$ cat config.mk
export PLATFORM = sky130hd
export DESIGN_NAME = asrv32_lsu_master
export DESIGN_NICKNAME = d
export VERILOG_FILES = /design/src/rtl/asrv32_lsu_master.sv
export SDC_FILE = /design/constraint.sdc
export NUM_CORES = 1
export LEC_CHECK = 0
export CAP_MARGIN = 25
export CORE_ASPECT_RATIO = 2
export CORE_MARGIN = 2
export CORE_UTILIZATION = 60
export CTS_BUF_LIST = sky130_fd_sc_hd__clkbuf_8 sky130_fd_sc_hd__clkbuf_16
export CTS_CLUSTER_SIZE = 12
export DETAILED_ROUTE_END_ITERATION = 10
export DONT_BUFFER_PORTS = 1
export PLACE_DENSITY = 0.84
export SYNTH_ARGS = -nofsm -noshare
export SYNTH_HDL_FRONTEND = slang
export SYNTH_SLANG_ARGS = --single-unit
export TNS_END_PERCENT = 100
$ cat constraint.sdc
create_clock -name i_clk -period 4.5 [get_ports i_clk]
set_input_delay 0.9 -clock i_clk [delete_from_list [all_inputs] [get_ports i_clk]]
set_output_delay 0.9 -clock i_clk [all_outputs]
set_load 0.01 [all_outputs]
$ cat src/rtl/asrv32_lsu_master.sv
// asrv32_lsu_master: data-port bus initiator (stb/ack) with byte-lane steering and load extension.
// Defining ASRV32_LSU_TIMEOUT_EN adds an ACK_TIMEOUT-cycle ack watchdog that ends the access with o_bus_err.
module asrv32_lsu_master #(
    parameter int ACK_TIMEOUT = 16
) (
    input  logic        i_clk,
    input  logic        i_rst,
    input  logic        i_req,
    input  logic        i_we,
    input  logic [2:0]  i_funct3,
    input  logic [31:0] i_addr,
    input  logic [31:0] i_wdata,
    output logic        o_busy,
    output logic        o_done,
    output logic [31:0] o_rdata,
    output logic        o_misaligned,
    output logic        o_bus_err,
    output logic        o_stb,
    output logic        o_wr_en,
    output logic [31:0] o_addr,
    output logic [31:0] o_wdata,
    output logic [3:0]  o_wr_mask,
    input  logic        i_ack,
    input  logic [31:0] i_rdata
);

    typedef enum logic [1:0] {IDLE, BUS, DONE} state_t;

    state_t      state;
    logic [2:0]  f3_q;
    logic [1:0]  off_q;
    logic        we_q;
    logic        mis_q;
    logic [31:0] res_q;

`ifdef ASRV32_LSU_TIMEOUT_EN
    localparam int CNT_W = $clog2(ACK_TIMEOUT);
    logic [CNT_W-1:0] cnt_q;
    logic             err_q;
`else
    assign o_bus_err = 1'b0;
`endif

    if (ACK_TIMEOUT < 2) begin : g_bad_timeout
        $error("ACK_TIMEOUT must be at least 2");
    end

    function automatic logic is_legal(input logic [2:0] f3);
        return (f3 == 3'b000) || (f3 == 3'b001) || (f3 == 3'b010) ||
               (f3 == 3'b100) || (f3 == 3'b101);
    endfunction

    function automatic logic is_misaligned(input logic [2:0] f3, input logic [1:0] off);
        case (f3[1:0])
            2'b01:   return off[0];
            2'b10:   return off != 2'b00;
            default: return 1'b0;
        endcase
    endfunction

    function automatic logic [3:0] lane_mask(input logic [2:0] f3, input logic [1:0] off);
        case (f3[1:0])
            2'b00:   return 4'b0001 << off;
            2'b01:   return 4'b0011 << off;
            default: return 4'b1111;
        endcase
    endfunction

    function automatic logic [31:0] lane_data(input logic [2:0] f3, input logic [31:0] d);
        case (f3[1:0])
            2'b00:   return {4{d[7:0]}};
            2'b01:   return {2{d[15:0]}};
            default: return d;
        endcase
    endfunction

    // Halfwords are always 2-byte aligned here, so only off[1] selects their lane.
    function automatic logic [31:0] load_extend(input logic [2:0] f3, input logic [1:0] off,
                                                input logic [31:0] word);
        logic signed [7:0]  b;
        logic signed [15:0] h;
        logic [31:0]        r;
        b = 8'(word >> {off, 3'b000});
        h = 16'(word >> {off[1], 4'b0000});
        case (f3)
            3'b000:  r = 32'(b);
            3'b001:  r = 32'(h);
            3'b100:  r = {24'd0, b};
            3'b101:  r = {16'd0, h};
            default: r = word;
        endcase
        return r;
    endfunction

    always_ff @(posedge i_clk) begin
        if (i_rst) begin
            state        <= IDLE;
            o_busy       <= 1'b0;
            o_done       <= 1'b0;
            o_rdata      <= '0;
            o_misaligned <= 1'b0;
            o_stb        <= 1'b0;
            o_wr_en      <= 1'b0;
            o_addr       <= '0;
            o_wdata      <= '0;
            o_wr_mask    <= '0;
`ifdef ASRV32_LSU_TIMEOUT_EN
            cnt_q        <= '0;
            err_q        <= 1'b0;
            o_bus_err    <= 1'b0;
`endif
        end else begin
            o_done       <= 1'b0;
            o_misaligned <= 1'b0;
`ifdef ASRV32_LSU_TIMEOUT_EN
            o_bus_err    <= 1'b0;
`endif
            case (state)
                IDLE: begin
                    // A request coinciding with the completion pulse is dropped; the core re-requests.
                    if (i_req && !o_done) begin
                        o_busy <= 1'b1;
                        f3_q   <= i_funct3;
                        off_q  <= i_addr[1:0];
                        we_q   <= i_we;
`ifdef ASRV32_LSU_TIMEOUT_EN
                        cnt_q  <= '0;
                        err_q  <= 1'b0;
`endif
                        if (!is_legal(i_funct3) || is_misaligned(i_funct3, i_addr[1:0])) begin
                            mis_q <= 1'b1;
                            res_q <= '0;
                            state <= DONE;
                        end else begin
                            mis_q     <= 1'b0;
                            o_stb     <= 1'b1;
                            o_wr_en   <= i_we;
                            o_addr    <= {i_addr[31:2], 2'b00};
                            o_wdata   <= lane_data(i_funct3, i_wdata);
                            o_wr_mask <= i_we ? lane_mask(i_funct3, i_addr[1:0]) : 4'b0000;
                            state     <= BUS;
                        end
                    end
                end
                BUS: begin
                    if (i_ack) begin
                        o_stb   <= 1'b0;
                        o_wr_en <= 1'b0;
                        res_q   <= we_q ? '0 : load_extend(f3_q, off_q, i_rdata);
                        state   <= DONE;
                    end
`ifdef ASRV32_LSU_TIMEOUT_EN
                    else if (cnt_q == CNT_W'(ACK_TIMEOUT - 1)) begin
                        o_stb   <= 1'b0;
                        o_wr_en <= 1'b0;
                        res_q   <= '0;
                        err_q   <= 1'b1;
                        state   <= DONE;
                    end else begin
                        cnt_q <= cnt_q + 1'b1;
                    end
`endif
                end
                DONE: begin
                    o_done       <= 1'b1;
                    o_rdata      <= res_q;
                    o_misaligned <= mis_q;
`ifdef ASRV32_LSU_TIMEOUT_EN
                    o_bus_err    <= err_q;
`endif
                    o_busy       <= 1'b0;
                    state        <= IDLE;
                end
                default: state <= IDLE;
            endcase
        end
    end

endmodule

==> Yosys cells after proc, flatten, opt, wreduce, memory -nomap -nowiden <==
Index checks and enable logic that the tools add are counted.
W data, S select, Z words.
{ "word_totals": {"register_bits": 144, "inputBits": 104, "output_inout_bits": 106, "word_cells": 87} }
{ "classes": {"eq_ne": 15, "n_shift": 4, "muxes": 28, "bitwise_logic": 3, "n_reduce_logical": 22} }
{ "ops": {"columns": ["op", "count"], "rows": [
  ["$mux W32", 4],
  ["$pmux W32 S2", 2],
  ["$pmux W32 S4", 1],
  ["$shr A32 B5 Y16", 1],
  ["$shr A32 B5 Y8", 1],
  ["$eq A3 B3 Y1 const B", 4],
  ["$mux W1", 11],
  ["$ne A2 B2 Y1 const B", 4],
  ["$pmux W1 S2", 4],
  ["$pmux W4 S2", 1],
  ["$eq A3 B1 Y1 const B", 2],
  ["$logic_not A3 Y1", 2],
  ["$mux W2", 3],
  ["$reduce_and A3 Y1", 2],
  ["$reduce_bool A2 Y1", 3],
  ["$logic_or A1 B1 Y1", 5],
  ["$reduce_and A5 Y1", 1],
  ["$eq A2 B1 Y1 const B", 2],
  ["$eq A2 B2 Y1 const B", 2],
  ["$logic_not A2 Y1", 2],
  ["$mux W4", 1],
  ["$pmux W2 S2", 1],
  ["$reduce_and A2 Y1", 2],
  ["$reduce_and A4 Y1", 1],
  ["7 further kinds", 10]
]} }

==> Depth between registers and ports, before layout <==
{ "logic_depth": {"word_depth": 10, "depth_mapped": 9, "depth_no_buf": 7} }

==> Worst setup path after synthesis <==
No wires, ideal clock.
{ "synth_timing": {"path_type": "input -> register", "start": "in i_funct3[1]", "end": "reg res_q[0], enable pin", "setup_ns": 0.432, "arrival_time_ns": 3.696, "slack_ns": 0.372, "cell_stages": 9, "path_buffers": 2, "cell_sequence": "inv_1 > ha_1 > buf_6 > or2_1 > o211a_4 > inv_4 > buf_4 > nand2_1 > a21oi_1"} }
{ "synth_via": {"elab_chain_len": 9, "elab_cells_between_ends": 19} }
{ "synth_lines": {"columns": ["element", "line_no", "text"], "rows": [
  ["from (decl)", "10", "input logic [2:0] i_funct3,"],
  ["parallel branches: the longest is 6 deep, another holds $eq A2 B2 Y1", null, null],
  ["$logic_or A1 B1 Y1 *", "130", "if (!is_legal(i_funct3) || is_misaligned(i_funct3, i_addr[1:0])) begin"],
  ["$ne A2 B2 Y1 (no source line) *", null, null],
  ["$reduce_and A5 Y1 (no source line) *", null, null],
  ["to (signal assigned)", "149", "res_q <= we_q ? '0 : load_extend(f3_q, off_q, i_rdata);"],
  ["to (decl)", "34", "logic [31:0] res_q;"]
]} }
Mark *: on every way between the ends. The select of a mux whose other input is x is not followed.
A chain may end at the register's enable or synchronous reset.

==> Worst setup path in the final report <==
{ "layout_timing": {"start": "in i_funct3[1]", "end": "reg res_q[14], enable pin"} }
The elaborated chain is that of the path after synthesis.

==> qor.yml <==
critical_path:
  end_kind: "flop"
  startpoint: "i_funct3[1]"
  critPathTopFamily: "buffers and inverters"
  critPathBufInv: 3
  crit_arrival_ns: 3.23
  cp.required_ns: 4.56
  ff2ff_setup_slack_ns: 2.13
  cp_cell_sequence: "inv_1 > ha_1 > or2_1 > o211a_4 > inv_4 > nand2_1 > a21oi_4 > buf_4"
  rr_worst_depth: 4
  cp_max_fo: 43
  cp_slowest_cell: "or2_1"
  rr_startpoint: "off_q[1]"
  crit_type: "in -> reg"
  worstSetupStartpointType: "primary input"
  slowest_delay_ns: 0.47
  r2r-end: "res_q[19]"
cts:
  path_clk_slew_ns: 0.06
  cts.repair.resized: 0
  cts_buffers: 17
  cts_tree: "yes"
  insertion_delay_ns: 0.41
  cts_hold_buf: 0
  ctsRootBufferMaster: "clkbuf_16"
  cts_sinks: 144
  cts_buffer_depth: 2
  htreeDepth: 4
  postCtsSetupBuffers: 0
yosys:
  synth_area_per_cell_sq_um: 9.66
  ys_seq_area_share_pct: 54.0
  syn_area_sq_um: 6070
  yosysMostFrequentCell: "a21oi_1"
  ys_ff_latch: 144
  yosys.area.top_type: "dfxtp_1"
  synth_warnings: 0
  synth-edff-count: 39
  ys_top_cells_by_count: "a21oi_1, dfxtp_1, nand3_1, edfxtp_1, o21ai_0"
  synth_cells: 628
  synth_ff_type: "dfxtp_1"
  yosys-top-cells-area: "dfxtp_1, edfxtp_1, a21oi_1"
  ys_async_sr_fraction_pct: 0
  synth_top_area_share_pct: 34.7
  synth_cell_types: 46
drt:
  viasPerCell: 6.38
  wl_per_cell_um: 19.7
  wl_mm: 14.7
  ant_nets: 0
  first_pass_iters: 6
  drtIter0Drc: 365
  route.detailed.drc: 0
  dr_total_vias: 4743
sta:
  hold_viol: 0
  finalWorstSetupSlack_ns: 1.33
  finalSetupViolCount: 0
  slew_viol_final: 0
  tightest_slew_ns: 0.973
  clock.fmax_mhz: 315
  period_minus_slack_ns: 3.17
  fin_skew_ns: 0.0104
  rsz0062_at_grt: "no"
  max_slew_margin_pct: 35.0
  final.setup.tns_ns: 0
  fin_crit_sh_pct: 70.5
floorplan:
  fp.coreArea_sq_um: 9950
  die_w_um: 75.1
  ioPinCount: 210
  start_util_pct: 60.9
  die_y_um: 146
  die-area_sq_um: 11000
  num_rows: 52
pwr:
  max-vdd-ir-drop_mv: 0.418
  cellPowerDensity_nw_per_um2: 474
  p_leak_uw: 0.00239
hold_path:
  worstHoldPathType: "reg -> reg"
  min_to: "o_rdata[18]"
  hold_depth: 1
  worstHoldStart: "res_q[18]"
placed_design:
  dp_hpwl_mm: 9.52
  place.gp.congestion: 0.897
  port_buffers: 0
  pre_cts_ws_ns: 0.911
global_routing:
  grt_max_degree: 76
  overflow: 0
  antenna_found_initial: 0
  grt_use_total_pct: 26.4
  grt_pass1_vias: 4411
  grt_pass1_wl_mm: 22.4
layout:
  num_antenna_cells: 0
  nFillCells: 783
  area_delta_synth_final_pct: 9.32
  drive_above_1_share_pct: 9.38
  fin_nets: 702
run_status:
  status: "complete, no violations"
run:
  maxCapViolations: 0
## cell type report
type                       count  area [sq um]  area share (%)
clock buffer                  19           464            7.00
clock inverter                13           123            1.85
inverter                      22          85.1            1.28
multi-input combinational    401          2450            36.9
sequential                   144          3270            49.4
tap                          135           169            2.55
timing repair buffer           9          67.6            1.02
## power breakdown
| part | switching [uW] | total [uW] | internal [uW] |
|---|---|---|---|
| combinational | 188 | 288 | 100 |
| clock | 555 | 1370 | 816 |
| sequential | 79.3 | 1490 | 1410 |
| total | 822 | 3150 | 2320 |
## layer usage
metal	global-route usage [%]	wire [um]
met5	0	0
met4	11.8	442
met3	9.66	1440
met2	38.7	7120
met1	34.3	5670
## cell families after synthesis
group	after synthesis	share of synthesized area, %
fa+ha+maj	3	0.619
flops	144	54.0
compound gates	239	24.8
other cells	1	0.0618
buf+inv	85	6.23
mux	9	1.53
simple gates	147	12.8
## worst max-delay path by stage
stage                      to  slack [ns]  cells past startpoint
floorplan            res_q[0]        0.37                      9
global placement    res_q[14]        1.01                      8
detailed placement   res_q[2]        0.91                      8
CTS                 res_q[14]        1.35                      8
global route        res_q[14]        1.15                      8
finish              res_q[14]        1.33                      8
## flip-flops by register name, indices dropped and copies added, names as in the netlist, 2 cells and up
name	cells
o_rdata	32
o_addr	30
state	2
off_q	2
o_wr_mask	4
f3_q	3
res_q	32
o_wdata	32
## stage by stage
step	hold WS [ns]	utilization [%]	total power, uW	instances	cell area (sq um)
floorplan	0.420	-	1750	630	6070
global placement	0.439	60.7	1790	711	6040
detailed placement	0.441	60.7	1800	711	6040
CTS	0.455	66.6	3160	743	6630
global route	0.464	66.6	3260	743	6630
finish	0.453	66.6	3150	743	6630
## layout by cell type, fill, tap and decap left out, types with 21 or more instances in the layout
cell type and instances:
o21ai_0 39, nand2_1 25, edfxtp_1 39, nor3_1 25, a22o_1 32, a21oi_1 104, nand3_1 50, inv_1 21
dfxtp_1 105
(Power assumes the default switching activity.)
